**src/rtl/reg_file.sv**
```systemverilog
// Word-addressed register bank: one clocked write port, two combinational read ports.
// Optional hardwired zero register and write-to-read forwarding.
`timescale 1ns/1ps
module reg_file #(
   parameter int WIDTH    = 32,
   parameter int ADDR_W   = 3,
   parameter int ZERO_REG = 1,
   parameter int BYPASS   = 1
) (
   input  logic              clk,
   input  logic              clr,
   input  logic              we,
   input  logic [ADDR_W-1:0] wa,
   input  logic [WIDTH-1:0]  wd,
   input  logic [ADDR_W-1:0] ra1,
   input  logic [ADDR_W-1:0] ra2,
   output logic [WIDTH-1:0]  rd1,
   output logic [WIDTH-1:0]  rd2
);

   localparam int DEPTH = 1 << ADDR_W;

   logic [WIDTH-1:0] mem [DEPTH];
   logic             wa_zero;
   logic             wr_ok;

   assign wa_zero = (ZERO_REG != 0) && (wa == '0);
   assign wr_ok   = we && !wa_zero;

   always_ff @(posedge clk or posedge clr) begin
      if (clr) begin
         for (int i = 0; i < DEPTH; i++) begin
            mem[i] <= '0;
         end
      end else if (wr_ok) begin
         mem[wa] <= wd;
      end
   end

   // Zero-register and reset masking applied last so they override forwarding
   always_comb begin
      rd1 = mem[ra1];
      if ((BYPASS != 0) && wr_ok && (wa == ra1)) begin
         rd1 = wd;
      end
      if (clr || ((ZERO_REG != 0) && (ra1 == '0))) begin
         rd1 = '0;
      end
   end

   always_comb begin
      rd2 = mem[ra2];
      if ((BYPASS != 0) && wr_ok && (wa == ra2)) begin
         rd2 = wd;
      end
      if (clr || ((ZERO_REG != 0) && (ra2 == '0))) begin
         rd2 = '0;
      end
   end

endmodule

```
**config.mk**
```make
export PLATFORM = sky130hd
export DESIGN_NAME = reg_file
export DESIGN_NICKNAME = d
export VERILOG_FILES = /design/src/rtl/reg_file.sv
export SDC_FILE = /design/constraint.sdc
export NUM_CORES = 1
export LEC_CHECK = 0
export CORE_ASPECT_RATIO = 0.7
export CORE_UTILIZATION = 45
export DETAILED_ROUTE_END_ITERATION = 10
export SLEW_MARGIN = 20
export SYNTH_ARGS = -nofsm -noshare
export SYNTH_HDL_FRONTEND = slang
export SYNTH_SLANG_ARGS = --single-unit
export TNS_END_PERCENT = 10
```
**constraint.sdc**
```tcl
create_clock -name clk -period 13.35 [get_ports clk]
set_input_delay 2.67 -clock clk [delete_from_list [all_inputs] [get_ports clk]]
set_output_delay 2.67 -clock clk [all_outputs]
set_load 0.01 [all_outputs]
```
; Word level (Yosys, flattened, before mapping)
; Cells that the tools add are included.
[totals]
elab_cells = 40
latch_bits = 0
mem_bits_rw = 0
ff_bits = 256
rom_bits = 0
n_memories = 0
out_inout_bits = 64
[op_classes]
n_eq_ne = 2
n_reduce_logical = 10
mux = 13
div = 0
addsub = 0
n_bitwise = 3
n_lt_le_gt_ge = 4
multipliers = 0
shifts = 0
[ops]
columns = operator, n
row1 = 32-bit two-way mux, 9
row2 = 256-bit bitwise mux, 1
row3 = 32-bit binary-select mux with 3-bit select, 2
row4 = 32-bit demux with 3-bit select, 1
row5 = "4-bit >= comparator, second input constant", 3
row6 = 3-bit NOT with 4-bit output, 3
row7 = 3-bit logical NOT, 3
row8 = 3-bit equality test, 2
row9 = 1-bit logical AND, 4
row10 = "4-bit by 1-bit less-than comparator with 1-bit output, second input constant", 1
row11 = 1-bit logical OR, 2
row12 = 1-bit logical NOT, 1

; Depth between registers and ports, before layout
[logic_depth]
depth_word = 6
depth_mapped = 7

; Worst setup path before layout
; No wires, ideal clock.
[synth_path]
kind = input to output
from = input port clr
to = output port rd2[11]
path_stages = 4
n_path_buf = 1
setup_slack_ns = 1.738
arrival_ns = 8.942
cell_sequence = inv_1 > o31ai_1 > buf_2 > a211oi_1
[synth_via]
elab_chain_cells = 2
[synth_lines]
columns = item, line_no
row1 = from (decl), 11  ; input logic clr,
row2 = 1-bit logical OR, 56  ; if (clr || ((ZERO_REG != 0) && (ra2 == '0))) begin
row3 = 32-bit two-way mux, 56
row4 = to (decl), 18  ; output logic [WIDTH-1:0] rd2
; No other way between the ends.

; Worst setup path after layout
[layout_path]
from = input port ra2[1]
to = output port rd2[25]
[layout_via]
elab_chain_cells = 6
elab_cells_between_ends = 10
cone_classes = 1 x eq/ne / 5 x mux / 1 x bitwise / 3 x reduce/logical
[layout_lines]
columns = item, line_no
row1 = from (decl), 16  ; input logic [ADDR_W-1:0] ra2,
row2 = 3-bit NOT with 4-bit output (not written as such), 52  ; rd2 = mem[ra2];
row3 = 32-bit binary-select mux with 3-bit select, 52
row4 = 32-bit two-way mux (not written as such) (2 in a row), 52
row5 = 32-bit two-way mux, 53  ; if ((BYPASS != 0) && wr_ok && (wa == ra2)) begin
row6 = 32-bit two-way mux (*), 56
; Mark *: on every way between the ends. The rest lies on a longest branch, timed or not. The select of a mux whose other input is x is not followed.

==> summary.md <==
| Metric | Value |
|---|---|
| Synth async-reset ratio | 100% |
| Num rows | 51 |
| Synth Warn # | 0 |
| Core area | 27900 um2 |
| Number of flip-flops in the largest register | 224 |
| Reg2reg path depth | 1 |
| EDFF count, synth | 0 |
| Crit path kind | in2out |
| Vias per cell | 6.46 |
| Hold Crit Class | reg2reg |
| Synthesized Nets | 1070 |
| Post-synthesis register bit count | 224 |
| Power Dens Cells | 146 nW/um2 |
| Drt first pass iters | 6 |
| Top post-synthesis cells by area | dfrtp_1, mux2_2, mux4_2 |
| Synthesized area per cell | 12.6 um2 |
| Post-synth cell types | 33 |
| Die H | 144 um |
| H-tree Lvls | 1 |
| Hold Path Cell Cnt | 1 |
| Register with the most flip-flops | mem |
| DP Worst Slack | 4.71 ns |
| Max Slew Vio Count | 0 |
| Routability Congestion | 0.786 |
| Final Hold Fails | 0 |
| Regs by FF count | mem: 224 flops |
| Critical path cell sequence | buf_2 > buf_4 > and2_1 > buf_4 > a211oi_1 > a21oi_1 > a211oi_2 > clkdlybuf4s50_1 |
| DR WL/cell | 26.4 um |
| Die area | 29300 um2 |
| Setup TNS | 0 ns |
| CTS buffer count | 23 |
| Top_reg_cell synth | dfrtp_1 |
| Worst Setup SP | ra2[1] |
| Mapped cell area | 12900 um2 |
| Status | finished clean |
| Final setup skew | 0 ns |
| Ant diodes | 0 |
| Worst-path clk slew | 0.06 ns |
| Cell leakage power | 5.60 nW |
| Buffers from clock root to sink, at most | 3 |
| Final ANT Viol Nets | 0 |
| Hold-fix buffers, CTS | 0 |
| First-pass GRT wire length | 59100 um |
| Overall power | 2.15 mW |
| PostCTS Resize Cnt | 0 |
| Hold slack | 0.505 ns |
| DRC | 0 |
| Critical Path AT | 6.04 ns |
| Clock net sink count | 224 |
| CTS Root Cell | clkbuf_16 |
| RSZ-0062 raised after global routing | false |
| PortBufs | 107 |
| Max Freq | 0.115 GHz |
| Setup violators final | 0 |
| Most used cell along the critical path | buf_4 |
| Worst-Margin Slew | 0.993 ns |
| Register-to-register setup slack | 12.53 ns |
| Worst vdd ir | 0.0734 mV |
| Initial core utilization | 46.1% |
| DP Wirelength | 22000 um |
| Vias in the first global route | 9278 |
| Setup bufs post-CTS | 0 |
| Final worst-path setup slack | 4.64 ns |
| TritonCTS clock tree | yes |
| Dominant cell type by area after synthesis | dfrtp_1 |
| Area delta synth->final | 14.9% |
| Chip width | 204 um |
| Final period util | 65.3% |
| Worst r2r src | mem[75] |
| Initial antenna violation count | 0 |
| Largest net degree at the start of global routing | 91 |
| # nets final | 1094 |
| Crit path time final | 8.71 ns |
| Synth top area share | 43.5% |
| Final design utilization | 52.9% |
| Vias | 9287 |
| CP max FO | 37 |
| Hold Path Sink | mem[149] |
| Sequential fraction of the synthesis area | 43.5% |
| WP data required | 10.68 ns |
| Synth Instances | 1026 |
| Initial drt markers | 760 |
| Max_slew headroom | 33.8% |
| Share of cells above drive strength 1 | 34.9% |
| I/O pins | 108 |
| CP max-delay cell | buf_2 |
| HP Start | mem[149] |
| CP Launch Type | primary input |
| Maxcap violations | 0 |
| Gr usage total | 26.7% |
| Max incr delay on CP | 0.68 ns |
| Crit. End Element | output port |
| Clock Latency Late Sink | 0.51 ns |
| Total wire length | 38000 um |
| Overflow after GRT | 0 |
| FF-to-FF End | mem[75] |
cells in the mapped netlist, types with 2 or more instances:
| master | instances |
|---|---|
| buf_2 | 38 |
| a211oi_2 | 60 |
| buf_1 | 32 |
| inv_1 | 34 |
| a21oi_1 | 65 |
| buf_6 | 10 |
| o22ai_1 | 64 |
| clkbuf_1 | 41 |
| or2_1 | 2 |
| buf_4 | 13 |
| a211oi_1 | 68 |
| mux2_1 | 60 |
| inv_2 | 2 |
| or3_1 | 2 |
| dfrtp_1 | 224 |
| mux4_2 | 64 |
| and2_1 | 2 |
| nor4b_2 | 2 |
| nor3_1 | 64 |
| mux2_2 | 164 |
| xnor2_1 | 3 |
critical path: cells and delay by family:
kind / cells / cell delay (ns)
AOI/OAI and AO/OA: 3 / 0.46
buffers and inverters: 4 / 2.25
and+or+nand+nor: 1 / 0.57
where the power goes:
group	switching [mW]	internal, mW	leakage, nW
registers	0.104	0.830	2.69
clock network	0.278	0.391	0.379
logic	0.248	0.303	2.54
metal layers:
metal	global-route usage (%)	share of wire (%)
met4	5.34	1.6
met5	0	0
met2	38.9	43
met3	4.49	6.5
met1	41.4	49
worst max path at each step:
stage                     endpoint  slack, ns  depth (start not counted)
final                      rd2[25]       4.64                          8
after global routing       rd2[30]       4.55                          8
after CTS                  rd2[25]       4.68                          8
after detailed placement   rd2[27]       4.71                          8
after global placement     rd2[30]       4.74                          8
after floorplan            rd2[11]       1.74                          4
stage by stage:
step,cells,instance area (um2)
after floorplan,1026,12900
after global placement,1394,14000
after detailed placement,1394,14000
after CTS,1436,14800
after global routing,1438,14800
final,1438,14800
layout make-up:
cell class / instances / area, um2
Fill cell: 2410 / 13200
Sequential cell: 224 / 5610
Multi-Input combinational cell: 632 / 6570
Timing Repair Buffer: 133 / 1250
Clock buffer: 36 / 684
Inverter: 36 / 143
Tap cell: 371 / 464
Clock inverter: 6 / 83.8
cell families (layout without fill, tap and decap cells):
logic type | after synthesis | count (layout) | synth area share [%]
XOR/XNOR | 4 | 4 | 0.330
multiplexers | 288 | 288 | 30.8
flip-flops | 224 | 224 | 43.5
AND/OR/NAND/NOR | 78 | 78 | 3.31
AO/OA/AOI/OAI | 262 | 262 | 15.8
buffers and inverters | 170 | 211 | 6.29
cells in the final DEF (no fill, tap or decap), types with 2 or more instances in the layout:
cell,netlist,routed
o22ai_1,64,64
xnor2_1,3,3
or3_4,0,2
o2111ai_4,0,2
mux2_2,164,164
bufinv_16,0,2
buf_6,10,2
dfrtp_1,224,224
mux4_2,64,64
a211oi_1,68,68
mux2_1,60,60
clkinv_2,0,3
buf_2,38,3
inv_2,2,2
clkbuf_16,0,23
and2_1,2,2
clkbuf_8,0,6
clkdlybuf4s50_1,0,101
nor4b_4,0,2
nor3_1,64,64
a211oi_2,60,60
a21oi_1,65,64
buf_4,13,27
inv_1,34,33
or2_2,1,2
clkbuf_1,41,7
Power figures use the tool's default switching activity.
==> RTL change (same settings) <==
Set the parameter `BYPASS` to 0 (it was 1).
--- a/src/rtl/reg_file.sv
+++ b/src/rtl/reg_file.sv
@@ -5,7 +5,7 @@
    parameter int WIDTH    = 32,
    parameter int ADDR_W   = 3,
    parameter int ZERO_REG = 1,
-   parameter int BYPASS   = 1
+   parameter int BYPASS   = 0
 ) (
    input  logic              clk,
    input  logic              clr,
Formal check against the unedited RTL: not equivalent (a bounded check fails within 4 cycles, from zero or initial values).
==> RTL change against the unedited design <==
Final cell count decreased by 3.8%; worst setup slack improved by 0.15 ns; routed wire length decreased by 11%; register-to-register slack about the same; hold slack got worse by 0.13 ns; sequential cell count increased by 18; synthesized area about the same; power increased by 4.5%; cell area increased by 0.44%.
==> RTL change: results (changes against the unedited design) <==
| Metric | Value |
|---|---|
| DRT iter0 DRCs | 380 (was 760) |
| Drt via density | 6.02 (was 6.46) |
| GR met3 Demand/Resource | 0.0277 (was 0.0449) |
| Total GRT Usage | 0.239 (was 0.267) |
| First-pass GRT wire length | 53000 um (was 59100 um) |
| Slew @ Worst Pin | 1.11 ns (was 0.993 ns) |
| Critical R2R Launch | mem[72]$_DFFE_PP0P_ (was mem[75]$_DFFE_PP0P_) |
| Arrival @ worst endpoint | 5.89 ns (was 6.04 ns) |
| Vias in the first global route | 8514 (was 9278) |
| Reg2Reg Capture Point | mem[72]$_DFFE_PP0P_ (was mem[75]$_DFFE_PP0P_) |
| Met1 Use GR | 0.372 (was 0.414) |
| Post-synth top cells | 250 x mux2_2, 242 x dfrtp_1, 72 x mux2i_1 (was 224 x dfrtp_1, 164 x mux2_2, 68 x a211oi_1) |
| Layout Nets | 1036 (was 1094) |
| Setup bufs post-CTS | 0 (unchanged) |
| CP peak stage delay | 0.91 ns (was 0.68 ns) |
| Final Wtd Congestion | 0.740 (was 0.786) |
| Pin count of the biggest net entering global routing | 111 (was 91) |
| Port bufs | 107 (unchanged) |
| Met2 usage | 0.360 (was 0.389) |
| Peak VDD IR | 0.0857 mV (was 0.0734 mV) |
| CP max FO | 32 (was 37) |
| CTS Buffer Depth | 3 (unchanged) |
| Seq/Total Area, Yosys | 0.470 (was 0.435) |
| Worst Reg-to-Reg Cells | 1 (unchanged) |
| Min-Delay Path Depth | 0 (was 1) |
| Hold Path End | mem[245]$_DFFE_PP0P_ (was mem[149]$_DFFE_PP0P_) |
| Initial antenna violation count | 0 (unchanged) |
| Biggest regs | mem: 242 flops (was mem: 224 flops) |
| Slowest CP cell | or2_1 (was buf_2) |
| Per-cell routed wire length | 24.5 um (was 26.4 um) |
| Clock Latency Late Sink | 0.53 ns (was 0.51 ns) |
| Status | finished, final reports clean (unchanged) |
| Layout cells sized above 1 | 0.375 (was 0.349) |
| P_leak | 6.13 nW (was 5.60 nW) |
| Post-Syn Nets | 984 (was 1070) |
| Post-Place Worst Slack | 4.85 ns (was 4.71 ns) |
| Synth area leaders | dfrtp_1 47%, mux2_2 22%, mux4_2 8.0% (was dfrtp_1 44%, mux2_2 14%, mux4_2 11%) |
| Hold WS | 0.375 ns (was 0.505 ns) |
| Pre-antenna DRT Iters | 4 (was 6) |
| Hold Crit Class | register to register (unchanged) |
| Min-delay src | mem[245]$_DFFE_PP0P_ (was mem[149]$_DFFE_PP0P_) |
| CTS Buf Count | 26 (was 23) |
| Post-Place Cell Area | 0.0139 mm2 (was 0.0140 mm2) |
| Reg2Reg Setup Slack | 12.52 ns (was 12.53 ns) |
| Yosys cell types | 35 (was 33) |
| DP HPWL | 19100 um (was 22000 um) |
| Post-synth ARST share | 1.00 (unchanged) |
RTL change: cell count changes in the layout (fill, tap and decap cells not counted), sizes merged, moves of 45 or more:
cell,before,now
a221oi,0,45
a21oi,65,18
a211oi,128,0
mux2,224,270
mux2i,0,72
o22ai,64,0
RTL change: worst max-delay path by stage:
stage / startpoint / slack [ns] / depth (start not counted) / endpoint
after floorplan: clr / 1.49 / 5 / rd1[0]
after global placement: ra1[2] / 4.86 / 7 / rd1[27]
after detailed placement: ra1[2] / 4.85 / 7 / rd1[27]
after CTS: ra1[2] / 4.84 / 7 / rd1[27]
after global routing: ra1[2] / 4.70 / 7 / rd1[27]
final: ra1[2] / 4.79 / 7 / rd1[27]
RTL change: cells by family after synthesis:
group                  share of synthesized area
AO/OA/AOI/OAI                             0.0641
flip-flops                                 0.470
multiplexers                               0.373
buffers and inverters                     0.0471
AND/OR/NAND/NOR                           0.0457
RTL change: routing by layer:
metal / vias to the layer above / wire length [um]
met3: 29 / 1560
met2: 173 / 15100
li1: 3687 / -
met1: 4436 / 16800
met5: - / 0
met4: 0 / 374
RTL change: final cells by class:
class	count	area, um2
clock buffers	36	778
multi-input cells	596	6220
clock inverters	12	149
repair buffers	124	1180
fillers	2425	13100
well taps	371	464
inverters	2	15.0
flip-flops and latches	242	6060
RTL change: power by group:
group          switching, W  internal, W  total [W]
Sequential         0.000106     0.000885   0.000991
Clock              0.000303     0.000465   0.000768
Combinational      0.000195     0.000296   0.000492
RTL change: through the flow:
step                instances  total power [W]  utilization
finish                   1383          0.00225        0.532
global route             1383          0.00237        0.532
CTS                      1383          0.00227        0.532
detailed placement       1335          0.00150        0.498
global placement         1335          0.00148        0.498
floorplan                 940          0.00134            -
